<file path="config.mk">
export PLATFORM = sky130hd
export DESIGN_NAME = mem_loader
export DESIGN_NICKNAME = d
export VERILOG_FILES = /design/src/rtl/mem_loader.sv
export SDC_FILE = /design/constraint.sdc
export NUM_CORES = 1
export LEC_CHECK = 0
export BUFFER_PORTS_ARGS = -buffer_cell sky130_fd_sc_hd__buf_2
export CORE_MARGIN = 2
export CORE_UTILIZATION = 60
export DETAILED_ROUTE_END_ITERATION = 10
export GPL_TIMING_DRIVEN = 0
export PLACE_DENSITY = 0.86
export SYNTH_ARGS = -nofsm -noshare
export SYNTH_HDL_FRONTEND = slang
export SYNTH_SLANG_ARGS = --single-unit
</file>
<file path="constraint.sdc">
create_clock -name clk -period 8.1 [get_ports clk]
set_clock_uncertainty 0.1 [all_clocks]
set_input_delay 1.62 -clock clk [delete_from_list [all_inputs] [get_ports clk]]
set_output_delay 1.62 -clock clk [all_outputs]
set_load 0.005 [all_outputs]
</file>
<file path="src/rtl/mem_loader.sv">
// Byte-stream memory loader: receives base address, word count and data words
// over an 8-bit handshake, and issues one 32-bit write per word to a memory responder.
module mem_loader #(
  parameter int MEM_W   = 32,
  parameter int TIMEOUT = 255
) (
  input  logic               clk,
  input  logic               rst,
  input  logic               enable,
  input  logic               in_valid,
  input  logic [7:0]         in_data,
  output logic               in_ready,
  output logic               mem_req_o,
  output logic [31:0]        mem_addr_o,
  output logic               mem_we_o,
  output logic [MEM_W/8-1:0] mem_be_o,
  output logic [MEM_W-1:0]   mem_wdata_o,
  input  logic               mem_rvalid_i,
  input  logic               mem_err_i,
  output logic               busy,
  output logic               done,
  output logic               error
);

  typedef enum logic [2:0] {
    IDLE, ADDR, COUNT, DATA, REQ, WAIT, DONE, ERR
  } state_t;

  state_t      state, state_n;
  logic [1:0]  byte_cnt;
  logic [23:0] shift;
  logic [31:0] assembled;
  logic [31:0] base_addr;
  logic [31:0] word_count;
  logic [31:0] word_idx;
  logic [31:0] wait_cnt;
  logic        xfer;
  logic        last_byte;

  // Little-endian assembly: earlier bytes shift down, the current byte lands on top.
  assign assembled = {in_data, shift};
  assign xfer      = enable && in_valid && in_ready;
  assign last_byte = xfer && (byte_cnt == 2'd3);

  always_comb begin
    state_n = state;
    if (!enable) begin
      state_n = IDLE;
    end else begin
      case (state)
        IDLE:  state_n = ADDR;
        ADDR:  if (last_byte) state_n = (assembled[1:0] != 2'b00) ? ERR : COUNT;
        COUNT: if (last_byte) state_n = (assembled == '0) ? DONE : DATA;
        DATA:  if (last_byte) state_n = REQ;
        REQ:   state_n = WAIT;
        WAIT: begin
          if (mem_err_i)
            state_n = ERR;
          else if (mem_rvalid_i)
            state_n = (word_idx + 32'd1 == word_count) ? DONE : DATA;
          else if (wait_cnt == 32'(TIMEOUT - 1))
            state_n = ERR;
        end
        DONE:    state_n = DONE;
        ERR:     state_n = ERR;
        default: state_n = IDLE;
      endcase
    end
  end

  // Outputs are registered from the next state so they line up with the state register.
  always_ff @(posedge clk) begin
    if (!rst) begin
      state       <= IDLE;
      in_ready    <= 1'b0;
      busy        <= 1'b0;
      done        <= 1'b0;
      error       <= 1'b0;
      mem_req_o   <= 1'b0;
      mem_we_o    <= 1'b0;
      mem_be_o    <= '0;
      mem_addr_o  <= '0;
      mem_wdata_o <= '0;
      byte_cnt    <= '0;
      shift       <= '0;
      base_addr   <= '0;
      word_count  <= '0;
      word_idx    <= '0;
      wait_cnt    <= '0;
    end else begin
      state     <= state_n;
      in_ready  <= (state_n == ADDR) || (state_n == COUNT) || (state_n == DATA);
      busy      <= !((state_n == IDLE) || (state_n == DONE) || (state_n == ERR));
      done      <= (state_n == DONE);
      error     <= (state_n == ERR);
      mem_req_o <= (state_n == REQ);
      mem_we_o  <= (state_n == REQ);
      mem_be_o  <= {(MEM_W/8){state_n == REQ}};

      if (state == IDLE) begin
        byte_cnt <= '0;
        word_idx <= '0;
      end else if (xfer) begin
        byte_cnt <= byte_cnt + 2'd1;
      end

      if (xfer)
        shift <= assembled[31:8];

      if (last_byte && state == ADDR)
        base_addr <= assembled;
      if (last_byte && state == COUNT)
        word_count <= assembled;
      if (last_byte && state == DATA) begin
        mem_wdata_o <= assembled;
        mem_addr_o  <= base_addr + {word_idx[29:0], 2'b00};
      end

      if (state == WAIT && enable && mem_rvalid_i && !mem_err_i)
        word_idx <= word_idx + 32'd1;

      wait_cnt <= (state == WAIT) ? wait_cnt + 32'd1 : '0;
    end
  end

endmodule
</file>
==> run summary <==
Worst hold path type - reg2reg
Leak Pwr - 4.815 nW
Synthesis-to-layout area growth - 13.25%
Synth top area share - 39.60%
PortBufs - 85
Core area - 18710 um^2
Post-layout min period - 4.517 ns
Mean Syn Cell Area - 7.616 um^2
Antenna diode count - 0
Setup bufs post-CTS - 0
Max Slew Vio Count - 0
Synth Register Bits - 226
Clk root buf - clkbuf_16
Arrival time worst endpoint - 4.84 ns
Residual DRC count - 0
Vert. Die Dim - 142.0 um
Initial Util - 61.08%
Pwr Density - 175.0 nW/um^2
First-pass GRT wire length - 56.03 mm
Largest net degree at the start of global routing - 14
Num CTS Buffers - 24
DR pass1 iterations - 6
Clk buf depth - 3
Post-DR vias/cell - 6.265
Max H-tree Level - 1
# nets final - 1659
Die ar. - 20160 um^2
Vias in the first global route - 10.59k
Fmax - 221.4 MHz
Critical path fanouts, max - 8
Antenna violations before repair - 0
CTS Hold Bufs - 0
Slew @ Worst Pin - 1.303 ns
CP Class - reg2reg
Main synth FF type - dfxtp_1
Post-synth ARST share - 0%
Maximum VDD drop - 216.0 uV
Tcrit/Tclk final - 55.76%
Yosys warnings - 0
Maxcap violations - 0
Total Routing Usage GR - 35.31%
Routed Antenna Nets - 0
CP endpoint kind - flop
Gr ovfl total - 0
Synth top cells by count - nand2_1 (330), dfxtp_1 (226), a21oi_1 (212)
Cell Rows - 50
Synth cell types - 70
Status - finished, final reports clean
Post-synthesis sequential area ratio - 39.60%
Worst EP required - 8.42 ns
Share of cells above drive strength 1 - 9.521%
Routability congestion estimate - 0.9993
CTS tree - built
Drt wl/cell - 19.51 um
Area leader, netlist - dfxtp_1
Hold WS - 0.3462 ns
CTS clk-pin slew, worst paths - 0.06 ns
Net Count, Synth - 1548
Largest cells by area after synthesis - dfxtp_1 (40%), nand2_1 (11%), a21oi_1 (9.3%), ha_1 (3.6%), nor2_1 (3.4%)
Syn Inst Count - 1500
Hpwl dp - 27.05 mm
Post-CTS sizing - 0
Final Routed Wirelength - 36.32 mm
RSZ-0062 raised after global routing - no
Final hold violation count - 0
Clk_lat worst skew - 0.53 ns
Vias - 11.67k
Post-synth EDFFs - 0
Fin Setup TNS - 0 ns
DRT iter0 DRCs - 1223
Die Width - 142.0 um
Most common cell in the netlist - nand2_1
Slew headroom - 12.33%
# IOs - 88
Netlist Area Pre-Place - 11420 um^2
# setup viols final - 0
Clk sinks - 226
Crit start category - flop
## per-layer routing
metal  part of all wire, %  GRT usage [%]  vias to the layer above
li1                      -              -                     5492
met1                    42          47.65                     5413
met2                    43          54.56                      632
met3                    10          7.167                      128
met4                   4.9          16.32                        0
met5                     0              0                        -
## stage by stage
step	worst slack (ns)	area, um^2	utilization, %	total power [W]	cells
2_1_floorplan	4.430	11420	-	0.001163	1500
4_1_cts	3.645	12940	69.17	0.002265	1862
6_report	3.583	12940	69.17	0.002264	1862
3_3_place_gp	3.671	12140	64.92	0.001187	1819
5_1_grt	3.354	12940	69.17	0.002309	1862
3_5_place_dp	3.609	12140	64.92	0.001187	1819
## critical path, cell delays in order, from the launching register on
cell and delay [ns]:
dfxtp_1 0.49, ha_1 0.19, clkbuf_1 0.29, and4_1 0.23
clkbuf_1 0.35, nand2_1 0.26, or4_1 0.54, a221o_1 0.33
or4_4 0.56, or4_4 0.53, a21bo_1 0.23, a211oi_1 0.29
## power by group
part / total, W / internal [W] / switching, W
combinational: 0.0000496 / 0.00000956 / 0.0000401
sequential: 0.00112 / 0.00111 / 0.00000245
clock: 0.00110 / 0.000641 / 0.000458
## layout by cell type, fill, tap and decap left out, types with 30 or more instances in the layout
cell,n
a21oi_1,212
buf_2,88
clkbuf_1,85
dfxtp_1,226
ha_1,33
nand2_1,330
nand3_1,40
nor2_1,104
nor4_1,30
o21ai_0,51
xnor2_1,43
xor2_1,34
## state kept, by name (all words and copies together) (netlist names)
name,count
base_addr,32
busy,1
byte_cnt,2
done,1
error,1
in_ready,1
mem_addr_o,32
mem_be_o,1
mem_wdata_o,32
shift,24
state,3
wait_cnt,32
word_count,32
word_idx,32
## kinds of logic (layout without fill, tap and decap cells)
kind of cell	after synthesis	in the layout	share of synthesized area, %
buf+inv	126	254	4.567
mux	2	2	0.1752
xor+xnor	77	77	5.903
flops	226	226	39.60
fa+ha+maj	34	34	3.789
compound gates	374	374	19.37
simple gates	661	661	26.59
## cell type report
class                           instances  area, um^2
Tap cell                              234       292.8
Clock buffer                           34       708.2
Inverter                               28       105.1
Fill cell                            1568        5767
Sequential cell                       226        4524
Clock inverter                          9       87.58
Multi-Input combinational cell       1148        6379
Timing Repair Buffer                   85       425.4
Buffer                                 98       416.7
## worst paths after layout
| kind | endpoint | slack [ns] | from | cells after the start |
|---|---|---|---|---|
| setup reg to reg | done | 3.58 | word_idx[0] | 11 |
| hold / removal | mem_addr_o[10] | 0.35 | mem_addr_o[10] | 2 |
| hold reg to reg | mem_addr_o[10] | 0.35 | mem_addr_o[10] | 2 |
| setup / recovery | done | 3.58 | word_idx[0] | 11 |
No activity file was read; power rests on OpenSTA's default activity.
